File: config.mk
export PLATFORM = sky130hd
export DESIGN_NAME = decoder_3nrm
export DESIGN_NICKNAME = d
export VERILOG_FILES = /design/src/rtl/rrns_pkg.sv /design/src/rtl/rrns_mod_const.sv /design/src/rtl/decoder_3nrm.sv
export SDC_FILE = /design/constraint.sdc
export NUM_CORES = 1
export LEC_CHECK = 0
export ABC_AREA = 1
export BUFFER_PORTS_ARGS = -buffer_cell sky130_fd_sc_hd__buf_2
export CAP_MARGIN = 20
export CORE_MARGIN = 4
export CORE_UTILIZATION = 44
export CTS_CLUSTER_DIAMETER = 50
export CTS_CLUSTER_SIZE = 14
export DETAILED_ROUTE_END_ITERATION = 6
export SLEW_MARGIN = 20
export SYNTH_ARGS = -nofsm -noshare
export SYNTH_HDL_FRONTEND = slang
export SYNTH_SLANG_ARGS = --single-unit
File: constraint.sdc
create_clock -name clk -period 32.1 [get_ports clk]
set_input_delay 6.42 -clock clk [delete_from_list [all_inputs] [get_ports clk]]
set_output_delay 6.42 -clock clk [all_outputs]
set_load 0.01 [all_outputs]
File: src/rtl/rrns_pkg.sv
`default_nettype none
// ============================================================================
// Module : rrns_pkg
// Brief  : Shared RRNS constants: moduli, residue field positions, MRC terms.
// Rev    : 1.0  initial release
// ============================================================================
package rrns_pkg;

   // Non-redundant moduli
   localparam logic [6:0]  C_MOD_64 = 7'd64;
   localparam logic [6:0]  C_MOD_63 = 7'd63;
   localparam logic [6:0]  C_MOD_65 = 7'd65;

   // Redundant moduli
   localparam logic [4:0]  C_MOD_31 = 5'd31;
   localparam logic [4:0]  C_MOD_29 = 5'd29;
   localparam logic [4:0]  C_MOD_23 = 5'd23;
   localparam logic [4:0]  C_MOD_19 = 5'd19;
   localparam logic [4:0]  C_MOD_17 = 5'd17;

   // Residue field LSB positions in the packed 64-bit word (shared with encoder_3nrm)
   localparam int          C_R64_LSB    = 58;
   localparam int          C_R63_LSB    = 52;
   localparam int          C_R65_LSB    = 45;
   localparam int          C_R31_LSB    = 40;
   localparam int          C_R29_LSB    = 35;
   localparam int          C_R23_LSB    = 30;
   localparam int          C_R19_LSB    = 25;
   localparam int          C_R17_LSB    = 20;
   localparam int          C_FIELD_BASE = 20;

   // Modular inverses used by the mixed-radix conversion
   localparam logic [6:0]  C_INV64_MOD63 = 7'd1;
   localparam logic [6:0]  C_INV64_MOD65 = 7'd64;
   localparam logic [6:0]  C_INV63_MOD65 = 7'd32;

   // Mixed-radix weights and legal output range
   localparam logic [17:0] C_W1    = 18'd64;
   localparam logic [17:0] C_W2    = 18'd4032;
   localparam logic [17:0] C_X_MAX = 18'd65535;

   // FSM state encoding
   localparam logic [2:0]  ST_IDLE  = 3'd0;
   localparam logic [2:0]  ST_MRC1  = 3'd1;
   localparam logic [2:0]  ST_MRC2  = 3'd2;
   localparam logic [2:0]  ST_RECON = 3'd3;
   localparam logic [2:0]  ST_CHK   = 3'd4;

endpackage
`default_nettype wire

File: src/rtl/rrns_mod_const.sv
`default_nettype none
// ============================================================================
// Module : rrns_mod_const
// Brief  : X mod m for the five redundant moduli, selected by index (comb).
// Rev    : 1.0  initial release
// ============================================================================
module rrns_mod_const
   import rrns_pkg::*;
(
   input  logic [17:0] x_i,
   input  logic [2:0]  sel_i,
   output logic [4:0]  res_o
);

   // Each branch divides by a constant so synthesis builds a fixed reducer.
   always_comb begin
      res_o = 5'd0;
      case (sel_i)
         3'd0:    res_o = 5'(x_i % 18'(C_MOD_31));
         3'd1:    res_o = 5'(x_i % 18'(C_MOD_29));
         3'd2:    res_o = 5'(x_i % 18'(C_MOD_23));
         3'd3:    res_o = 5'(x_i % 18'(C_MOD_19));
         3'd4:    res_o = 5'(x_i % 18'(C_MOD_17));
         default: res_o = 5'd0;
      endcase
   end

endmodule
`default_nettype wire

File: src/rtl/decoder_3nrm.sv
`default_nettype none
// ============================================================================
// Module : decoder_3nrm
// Brief  : 3NRM RRNS decoder: MRC reconstruction over 64/63/65 plus detection.
// Rev    : 1.0  initial release
// ============================================================================
module decoder_3nrm
   import rrns_pkg::*;
#(
   parameter int CHECK_EN = 1
) (
   input  logic        clk,
   input  logic        rst_n,
   input  logic        start,
   input  logic [63:0] residues_in,
   output logic [15:0] data_out,
   output logic        err,
   output logic [5:0]  err_mask,
   output logic        busy,
   output logic        done
);

   logic [2:0]  state_q, state_d;
   logic [43:0] res_q, res_d;
   logic [5:0]  a1_q, a1_d;
   logic [5:0]  a2_q, a2_d;
   logic [6:0]  t_q, t_d;
   logic [6:0]  a3_q, a3_d;
   logic [17:0] x_q, x_d;
   logic [2:0]  idx_q, idx_d;
   logic [5:0]  mask_q, mask_d;
   logic [15:0] data_q, data_d;
   logic [5:0]  emask_q, emask_d;
   logic        err_q, err_d;
   logic        done_q, done_d;

   logic        unused_low;
   assign unused_low = ^residues_in[C_FIELD_BASE-1:0];

   logic [5:0]  r64, r63, r63m, a1, a1m;
   logic [6:0]  r65, r65m, diff63, t_new, a3_new;
   logic [7:0]  diff65, diff_t;
   logic [17:0] x_new;

   assign r64 = res_q[C_R64_LSB-C_FIELD_BASE +: 6];
   assign r63 = res_q[C_R63_LSB-C_FIELD_BASE +: 6];
   assign r65 = res_q[C_R65_LSB-C_FIELD_BASE +: 7];

   // MRC step 1: every difference is folded back into [0, m-1] before scaling
   assign a1     = 6'(7'(r64) % C_MOD_64);
   assign r63m   = (r63 == 6'(C_MOD_63)) ? 6'd0 : r63;
   assign a1m    = (a1  == 6'(C_MOD_63)) ? 6'd0 : a1;
   assign diff63 = (r63m >= a1m) ? 7'(r63m - a1m) : 7'(r63m) + C_MOD_63 - 7'(a1m);
   assign a2_d   = (state_q == ST_MRC1)
                 ? 6'((14'(diff63) * 14'(C_INV64_MOD63)) % 14'(C_MOD_63)) : a2_q;
   assign r65m   = (r65 >= C_MOD_65) ? r65 - C_MOD_65 : r65;
   assign diff65 = (r65m >= 7'(a1)) ? 8'(r65m - 7'(a1))
                                    : 8'(r65m) + 8'(C_MOD_65) - 8'(a1);
   // (r65 - a1) * 64 == (a1 - r65) mod 65
   assign t_new  = 7'((14'(diff65) * 14'(C_INV64_MOD65)) % 14'(C_MOD_65));

   assign diff_t = (t_q >= 7'(a2_q)) ? 8'(t_q - 7'(a2_q))
                                     : 8'(t_q) + 8'(C_MOD_65) - 8'(a2_q);
   assign a3_new = 7'((14'(diff_t) * 14'(C_INV63_MOD65)) % 14'(C_MOD_65));

   assign x_new  = 18'(a1_q) + 18'(a2_q) * C_W1 + 18'(a3_q) * C_W2;

   logic [4:0] rem, rx;
   logic [5:0] bit_sel, mask_chk;

   rrns_mod_const u_mod (
      .x_i   (x_q),
      .sel_i (idx_q),
      .res_o (rem)
   );

   always_comb begin
      rx      = 5'd0;
      bit_sel = 6'b000000;
      case (idx_q)
         3'd0:    begin rx = res_q[C_R31_LSB-C_FIELD_BASE +: 5]; bit_sel = 6'b010000; end
         3'd1:    begin rx = res_q[C_R29_LSB-C_FIELD_BASE +: 5]; bit_sel = 6'b001000; end
         3'd2:    begin rx = res_q[C_R23_LSB-C_FIELD_BASE +: 5]; bit_sel = 6'b000100; end
         3'd3:    begin rx = res_q[C_R19_LSB-C_FIELD_BASE +: 5]; bit_sel = 6'b000010; end
         3'd4:    begin rx = res_q[C_R17_LSB-C_FIELD_BASE +: 5]; bit_sel = 6'b000001; end
         default: begin rx = 5'd0; bit_sel = 6'b000000; end
      endcase
   end

   // An out-of-range received residue can never equal rem, so it flags by itself.
   assign mask_chk = mask_q | ((rem != rx) ? bit_sel : 6'b000000);

   always_comb begin
      state_d = state_q;
      res_d   = res_q;
      a1_d    = a1_q;
      t_d     = t_q;
      a3_d    = a3_q;
      x_d     = x_q;
      idx_d   = idx_q;
      mask_d  = mask_q;
      data_d  = data_q;
      emask_d = emask_q;
      err_d   = err_q;
      done_d  = 1'b0;
      case (state_q)
         ST_IDLE: begin
            if (start) begin
               res_d   = residues_in[63:C_FIELD_BASE];
               state_d = ST_MRC1;
            end
         end
         ST_MRC1: begin
            a1_d    = a1;
            t_d     = t_new;
            state_d = ST_MRC2;
         end
         ST_MRC2: begin
            a3_d    = a3_new;
            state_d = ST_RECON;
         end
         ST_RECON: begin
            x_d    = x_new;
            mask_d = {(x_new > C_X_MAX), 5'b00000};
            idx_d  = 3'd0;
            if (CHECK_EN != 0) begin
               state_d = ST_CHK;
            end else begin
               state_d = ST_IDLE;
               data_d  = x_new[15:0];
               emask_d = {(x_new > C_X_MAX), 5'b00000};
               err_d   = (x_new > C_X_MAX);
               done_d  = 1'b1;
            end
         end
         ST_CHK: begin
            mask_d = mask_chk;
            if (idx_q == 3'd4) begin
               state_d = ST_IDLE;
               data_d  = x_q[15:0];
               emask_d = mask_chk;
               err_d   = |mask_chk;
               done_d  = 1'b1;
            end else begin
               idx_d = idx_q + 3'd1;
            end
         end
         default: state_d = ST_IDLE;
      endcase
   end

   always_ff @(posedge clk or negedge rst_n) begin
      if (!rst_n) begin
         state_q <= ST_IDLE;
         res_q   <= '0;
         a1_q    <= '0;
         a2_q    <= '0;
         t_q     <= '0;
         a3_q    <= '0;
         x_q     <= '0;
         idx_q   <= '0;
         mask_q  <= '0;
         data_q  <= '0;
         emask_q <= '0;
         err_q   <= 1'b0;
         done_q  <= 1'b0;
      end else begin
         state_q <= state_d;
         res_q   <= res_d;
         a1_q    <= a1_d;
         a2_q    <= a2_d;
         t_q     <= t_d;
         a3_q    <= a3_d;
         x_q     <= x_d;
         idx_q   <= idx_d;
         mask_q  <= mask_d;
         data_q  <= data_d;
         emask_q <= emask_d;
         err_q   <= err_d;
         done_q  <= done_d;
      end
   end

   assign data_out = data_q;
   assign err_mask = emask_q;
   assign err      = err_q;
   assign done     = done_q;
   assign busy     = (state_q != ST_IDLE);

endmodule
`default_nettype wire

==> results_dict.tcl, run 1 <==
set metrics [dict create \
    outcome "complete, no violations" \
    drt-total-wl_um 39900 \
    avgViaCountPerCell 5.05 \
    postCtsSetupBuffers 0 \
    cts_resized 0 \
    clock_sinks 124 \
    yosysSeqAreaShare 0.187 \
    grt_pass1_vias 15000 \
    hp-class "register to register" \
    root_buffer "clkbuf_16" \
    initial_utilization 0.450 \
    clk_latency_ps 440 \
    critPathRequiredTime_ps 32430 \
    drt_iter0_drc 751 \
    synth.avg_cell_area_sq_um 6.74 \
    cp_slowest_stage_delay_ps 400 \
    setup_viol 0 \
    grt_setup_unrepaired "no" \
    place_hpwl_um 32600 \
    synth_area_sq_um 16600 \
    diodes 0 \
    firstDrtPassIters 7 \
    crit_buf_inv 31 \
    die_height_um 202 \
    layout.nets 2764 \
    finClkSkew_ps 14.0 \
    fp.dieW_um 202 \
    n_fill_cell 3841 \
    max_freq_ghz 0.0383 \
    finalCriticalPeriod_ps 26090 \
    route.vias.total 15400 \
    max_slew.worst_pin.slew_ps 877 \
    max_cap_viol_count 0 \
    syn_inst 2466 \
    slowest_stage "dfrtp_1" \
    io_pins 92 \
    fin_setup_tns_ps 0 \
    path_delay_family "simple AND/OR/NAND/NOR gates" \
    synthToLayoutAreaGrowth_pct 8.91 \
    grt_antenna_before_repair 0 \
    grt_pass1_wl_um 68400 \
    cts_buffers 17 \
    post-route-drc-count 0 \
    syn_nets 2695 \
    final_cell_mix "nand2_1, inv_1, nor2_1" \
    yosys_warnings 0 \
    overflow 0 \
    end_kind "register" \
    ant_nets 0 \
    startpoint_type "register" \
    critPathKind "register to register" \
    htreeDepth 4 \
    place.gp.congestion 0.864 \
    grt_max_degree 84 \
    synth_cell_types 65 \
    relSlewSlack 0.412 \
    final-hold-violation-count 0 \
    die_area_sq_um 41000 \
    fin_crit_sh 0.813 \
    cts_hold_buf 0 \
    drv_slew 0 \
    yosys_register_bits 124 \
    wl_per_cell_um 13.1 \
    clk_pin_slew_ps 60 \
    cts_tree "built" \
    port_buffers 71 \
    drive_gt1_frac 0.137 \
    crit_arrival_ps 26410 \
    grt_util_all_layers 0.194 \
    core_area_sq_um 37000 \
    clockBufferDepth 2 \
    core.rowCount 70 \
    cp_max_fo 16 \
    final_common_cell "nand2_1" \
]
## routing by layer
metal	track usage	share of wire	wire, um
met1	0.247	0.47	18500
met2	0.355	0.49	19500
met3	0.0185	0.025	981
met4	0.0497	0.019	777
met5	0	0	0
## tightest hold or removal path, stage by stage (launching register included)
cell and delay (ps):
dfrtp_1 340, nand2_1 50, nand2_1 50
## state kept, by name (all words and copies together), names as in the netlist, 6 cells and up
| name | cells |
|---|---|
| a3_q | 7 |
| mask_q | 6 |
| t_q | 7 |
| x_q | 18 |
| data_out | 16 |
| res_q | 44 |
| a2_q | 6 |
| err_mask | 6 |
| a1_q | 6 |
## area by class of cell
cell class | instances | area (sq um) | area share
Inverter | 431 | 1630 | 0.0902
Clock buffer | 18 | 439 | 0.0243
Tap cell | 504 | 631 | 0.0348
Timing Repair Buffer | 78 | 414 | 0.0229
Clock inverter | 14 | 146 | 0.00809
Multi-Input combinational cell | 1883 | 11700 | 0.648
Sequential cell | 124 | 3100 | 0.171
## cell usage after synthesis (all sizes together)
library cell  number  area [sq um]
a21oi             99           552
buf               10           100
o311ai             2          17.5
nand2            628          2630
a32oi              1          8.76
fa                31           621
a22oi              1          7.51
a221oi             5          43.8
dfrtp            124          3100
a21o               3          22.5
or3                4          26.3
a211oi             5          37.5
nand3            196          1290
o31ai             10          75.1
clkinv            14          60.1
nor4               6          37.5
nand4             62           430
or2                8          50.1
clkbuf            18          68.8
o211ai             8          60.1
nor2             257          1160
and3               1          6.26
xor2              95           840
a41oi              1          8.76
nand3b            13           101
a2bb2oi            1          8.76
ha               131          1640
o21a               7          52.6
nor3              39           206
xnor2             40           350
o22ai              2          12.5
o21bai            11          82.6
o2111a             1          11.3
inv              417          1570
a31oi             11          68.8
a22o               3          26.3
and2               1          6.26
mux2              31           349
o21ai            169           883
## kinds of logic after synthesis
logic type,share of synthesized area
AOI/OAI and AO/OA,0.119
DFF,0.187
buffers and inverters,0.108
adders and majority gates,0.136
muxes,0.0210
xor gates and xnor gates,0.0716
and+or+nand+nor,0.357
## worst paths after layout
path                              startpoint            to  slack [ps]  cells after the start
worst max-delay path                idx_q[0]           err        6010                    166
worst min-delay path            data_out[11]  data_out[11]         470                      2
worst max register to register      idx_q[0]           err        6010                    166
worst min register to register  data_out[11]  data_out[11]         470                      2
max in group asynchronous              rst_n     res_q[31]       24960                      2
min in group asynchronous              rst_n        t_q[6]        6010                      1
## through the flow
step	util	worst slack [ps]	cell area [sq um]	instances	hold WS [ps]
2_1_floorplan	-	9110	16600	2466	453
3_3_place_gp	0.474	6560	17500	3020	453
3_5_place_dp	0.474	5960	17500	3020	460
4_1_cts	0.490	5860	18100	3052	476
5_1_grt	0.490	3120	18100	3052	499
6_report	0.490	6010	18100	3052	469
Power of run 1 is left out: the tool's default activity adds up to more than one toggle a clock period on the data nets, which glitch-free logic cannot reach.
==> inputs of run 2 (changes only) <==
==> constraint.sdc (replaced) <==
create_clock -name clk -period 25.3 [get_ports clk]
set_input_delay 5.06 -clock clk [delete_from_list [all_inputs] [get_ports clk]]
set_output_delay 5.06 -clock clk [all_outputs]
set_load 0.01 [all_outputs]
==> run 2 against run 1 <==
  * Count of clock-buffer cells in the layout up 3
  * Via count increased by 0.97%
  * Routed wire length grew 2.3%
  * Largest cell class unchanged
  * Non-clock buffer count is 28 higher
  * First-iteration DRC count down 2.1%
  * Final area grew 2.0%
  * Global-route usage up 0.54 points
==> results_dict.tcl, run 2 (synthesized netlist as in run 1, its figures left out) <==
set metrics [dict create \
    relSlewSlack 0.404 \
    cts_buffers 17 \
    timing.hold.ws_ps 468 \
    cp_max_fo 11 \
    drt-total-wl_um 40800 \
    place_hpwl_um 33100 \
    slowest_stage "dfrtp_1" \
    fin_crit_sh 0.915 \
    clock_sinks 124 \
    core_area_sq_um 37000 \
    fp.dieW_um 202 \
    grt_pass1_vias 15200 \
    cts_hold_buf 0 \
    max_slew.worst_pin.slew_ps 888 \
    die_area_sq_um 41000 \
    root_buffer "clkbuf_16" \
    grt_max_degree 85 \
    drv_slew 0 \
    fin_util 0.499 \
    critPathKind "register to register" \
    synthToLayoutAreaGrowth_pct 11.1 \
    drt_iter0_drc 735 \
    layout.cells.non_filler 3080 \
    io_pins 92 \
    hp-class "register to register" \
    end_kind "register" \
    htreeDepth 4 \
    max_cap_viol_count 0 \
    max_freq_ghz 0.0432 \
    ant_nets 0 \
    final_common_cell "nand2_1" \
    startpoint_type "register" \
    post-route-drc-count 0 \
    finClkSkew_ps 13.8 \
    largest_reg_flops 44 \
    firstDrtPassIters 5 \
    sequential_cell_area_sq_um 3100 \
    multi_input_area_sq_um 11900 \
    route.vias.total 15500 \
    drive_gt1_frac 0.156 \
    diodes 0 \
    grt_util_all_layers 0.200 \
    grt_pass1_wl_um 70300 \
    clockBufferDepth 2 \
    cts_tree "built" \
    layout.nets 2792 \
    initial_utilization 0.450 \
    finalCriticalPeriod_ps 23150 \
    outcome "complete, no violations" \
    wl_per_cell_um 13.2 \
    die_height_um 202 \
    largest-register "res_q" \
    core.rowCount 70 \
    critPathRequiredTime_ps 25620 \
    crit_arrival_ps 23470 \
    place.gp.congestion 0.853 \
    fin_setup_tns_ps 0 \
    avgViaCountPerCell 5.05 \
    port_buffers 71 \
    cp_slowest_stage_delay_ps 400 \
    final_cell_mix "nand2_1, inv_1, nor2_1" \
    overflow 0 \
    grt_antenna_before_repair 0 \
    final-hold-violation-count 0 \
    clk_latency_ps 430 \
    crit_top_cell "inv_1" \
    n_fill_cell 3812 \
    dp_cells 3029 \
    clk_pin_slew_ps 60 \
    setup_viol 0 \
]
[run 2: path summary, 6_finish.rpt]
| path | startpoint | to | slack (ps) | cells after the start |
|---|---|---|---|---|
| worst max-delay path | idx_q[0] | err | 2150 | 164 |
| worst min-delay path | data_out[15] | data_out[15] | 470 | 2 |
| worst max register to register | idx_q[0] | err | 2150 | 164 |
| worst min register to register | data_out[15] | data_out[15] | 470 | 2 |
| max in group asynchronous | rst_n | res_q[31] | 19550 | 2 |
| min in group asynchronous | rst_n | t_q[6] | 4660 | 1 |
[run 2: cell type report]
class / count / share of cell area
multi-input cells: 1883 / 0.643
flip-flops and latches: 124 / 0.168
inverters: 431 / 0.0887
well taps: 504 / 0.0342
repair buffers: 106 / 0.0338
clock buffers: 21 / 0.0260
clock inverters: 11 / 0.00583
[run 2: what timing repair did]
item	CTS	global route
buffers inserted	0	19
gates resized for setup	0	36
setup endpoints to repair	0	10
[run 2: per-stage QoR]
stage | setup slack, ps | cell area, sq um
2_1_floorplan | 2310 | 16600
3_3_place_gp | 984 | 17600
3_5_place_dp | 390 | 17600
4_1_cts | 330 | 18200
5_1_grt | -117 | 18500
6_report | 2150 | 18500
[run 2: critical path, delay by kind of cell, from the launching register on]
family	cells	cell delay, ps
compound gates	27	3920
simple gates	86	10300
buf+inv	30	2560
fa+ha+maj	15	4660
xor+xnor	6	1140
flops	1	400
[run 2: per-layer routing]
metal	global-route usage	share of wire	vias up	wire length [um]
met2	0.365	0.50	165	20400
met1	0.257	0.47	7212	19000
met4	0.0415	0.012	0	475
li1	-	-	8135	-
met3	0.0186	0.021	35	857
met5	0	0	-	0
Power of run 2 is left out for the same reason.
==> inputs of run 3 (changes only) <==
--- a/config.mk
+++ b/config.mk
@@ -13,6 +13,7 @@
 export CTS_CLUSTER_DIAMETER = 50
 export CTS_CLUSTER_SIZE = 14
 export DETAILED_ROUTE_END_ITERATION = 6
+export PLACE_DENSITY = 0.69
 export SLEW_MARGIN = 20
 export SYNTH_ARGS = -nofsm -noshare
 export SYNTH_HDL_FRONTEND = slang
==> run 3 against run 2 <==
  * Routed wire length decreased by 1.3%
  * Clock skew decreased by 6.8 ps
  * Count of clock-buffer cells in the layout unchanged
  * Flip-flop and latch count unchanged
  * Final area increased by 0.28%
  * First-iteration DRC count decreased by 6.7%
  * Setup slack got worse by 160 ps
  * Sequential share of layout area about the same
  * Worst hold slack improved by 15 ps
  * Critical path depth unchanged
  * Via count increased by 1.3%
  * Critical endpoint unchanged
  * Highest routed layer unchanged
==> results_dict.tcl, run 3 (synthesized netlist as in run 1, its figures left out) <==
set metrics [dict create \
    clock_sinks 124 \
    outcome "complete, no violations" \
    reg2reg_depth 164 \
    r2r_setup_slack_ps 1990 \
    die_area_sq_um 41000 \
    place_hpwl_um 32500 \
    cts_hold_buf 0 \
    clk_pin_slew_ps 60 \
    core.rowCount 70 \
    route.vias.total 15800 \
    crit_arrival_ps 23630 \
    path_depth 164 \
    avgViaCountPerCell 5.12 \
    finClkSkew_ps 7.00 \
    relSlewSlack 0.410 \
    met2_length_um 20300 \
    hp-class "register to register" \
    r2r-start "idx_q[0]" \
    cp_max_fo 13 \
    sequential_cell_area_sq_um 3100 \
    dr.max_layer_used "met4" \
    die_height_um 202 \
    cts_buffers 17 \
    r2r_end "err" \
    wl_per_cell_um 13.1 \
    root_buffer "clkbuf_16" \
    cts_tree "built" \
    final_common_cell "nand2_1" \
    fp.dieW_um 202 \
    largest-register "res_q" \
    setup_viol 0 \
    cp_slowest_stage_delay_ps 400 \
    largest_reg_flops 44 \
    initial_utilization 0.450 \
    ant_nets 0 \
    m1WireLength_um 18400 \
    wl_met3_um 959 \
    synthToLayoutAreaGrowth_pct 11.4 \
    io_pins 92 \
    critPathKind "register to register" \
    fin_crit_sh 0.921 \
    drt_iter0_drc 686 \
    drive_gt1_frac 0.155 \
    layout.nets 2788 \
    max_cap_viol_count 0 \
    crit_top_cell "inv_1" \
    grt_max_degree 74 \
    grt_pass1_wl_um 69000 \
    clk_latency_ps 430 \
    drt-total-wl_um 40200 \
    drv_slew 0 \
    worstSetupStartpoint "idx_q[0]" \
    overflow 0 \
    port_buffers 71 \
    multi_input_area_sq_um 11900 \
    grt_pass1_vias 15500 \
    end_kind "register" \
    crit_buf_inv 32 \
    firstDrtPassIters 5 \
    clockBufferDepth 2 \
    n_fill_cell 3715 \
    finalCriticalPeriod_ps 23310 \
    max_slew.worst_pin.slew_ps 880 \
    grt_antenna_before_repair 0 \
    critPathRequiredTime_ps 25620 \
    max_freq_ghz 0.0429 \
    slowest_stage "dfrtp_1" \
    core_area_sq_um 37000 \
    timing.hold.ws_ps 483 \
    final_cell_mix "nand2_1, inv_1, nor2_1" \
    diodes 0 \
    path_delay_family "simple AND/OR/NAND/NOR gates" \
    post-route-drc-count 0 \
    place.gp.congestion 0.901 \
    startpoint_type "register" \
    htreeDepth 4 \
    endpoint "err" \
    final-hold-violation-count 0 \
    grt_util_all_layers 0.195 \
]
[run 3: through the flow]
stage          setup WS [ps]  setup TNS, ps  instance area, sq um  cells  utilization
2_1_floorplan           2310              0                 16600   2466            -
3_3_place_gp             939              0                 17600   3025        0.475
3_5_place_dp             298              0                 17600   3025        0.475
4_1_cts                  173              0                 18200   3056        0.492
5_1_grt                 -140           -177                 18500   3075        0.501
6_report                1990              0                 18500   3075        0.501
[run 3: what timing repair did]
| item | CTS | global route |
|---|---|---|
| gates resized for setup | 0 | 41 |
| buffers inserted | 0 | 19 |
| setup endpoints to repair | 0 | 10 |
[run 3: worst min-delay path, cell delays in order (launching register included)]
cell and delay, ps:
dfrtp_1 350, nand2_1 60, nand2_1 50
[run 3: final cells by class]
class                           count  area share
Clock buffer                       21      0.0260
Clock inverter                     10     0.00750
Inverter                          431      0.0884
Multi-Input combinational cell   1883       0.644
Sequential cell                   124       0.168
Tap cell                          504      0.0341
Timing Repair Buffer              102      0.0328
[run 3: worst min path at each step]
| stage | start | to | depth (start not counted) |
|---|---|---|---|
| final | data_out[13] | data_out[13] | 2 |
| after global routing | data_out[13] | data_out[13] | 2 |
| after CTS | data_out[13] | data_out[13] | 2 |
| after detailed placement | data_out[13] | data_out[13] | 2 |
| after global placement | data_out[13] | data_out[13] | 2 |
| after floorplan | t_q[2] | t_q[2] | 2 |
[run 3: layer usage]
metal / up-vias / GRT usage
li1: 8145 / -
met1: 7357 / 0.241
met2: 201 / 0.363
met3: 48 / 0.0210
met4: 0 / 0.0446
met5: - / 0
Power of run 3 is left out for the same reason.
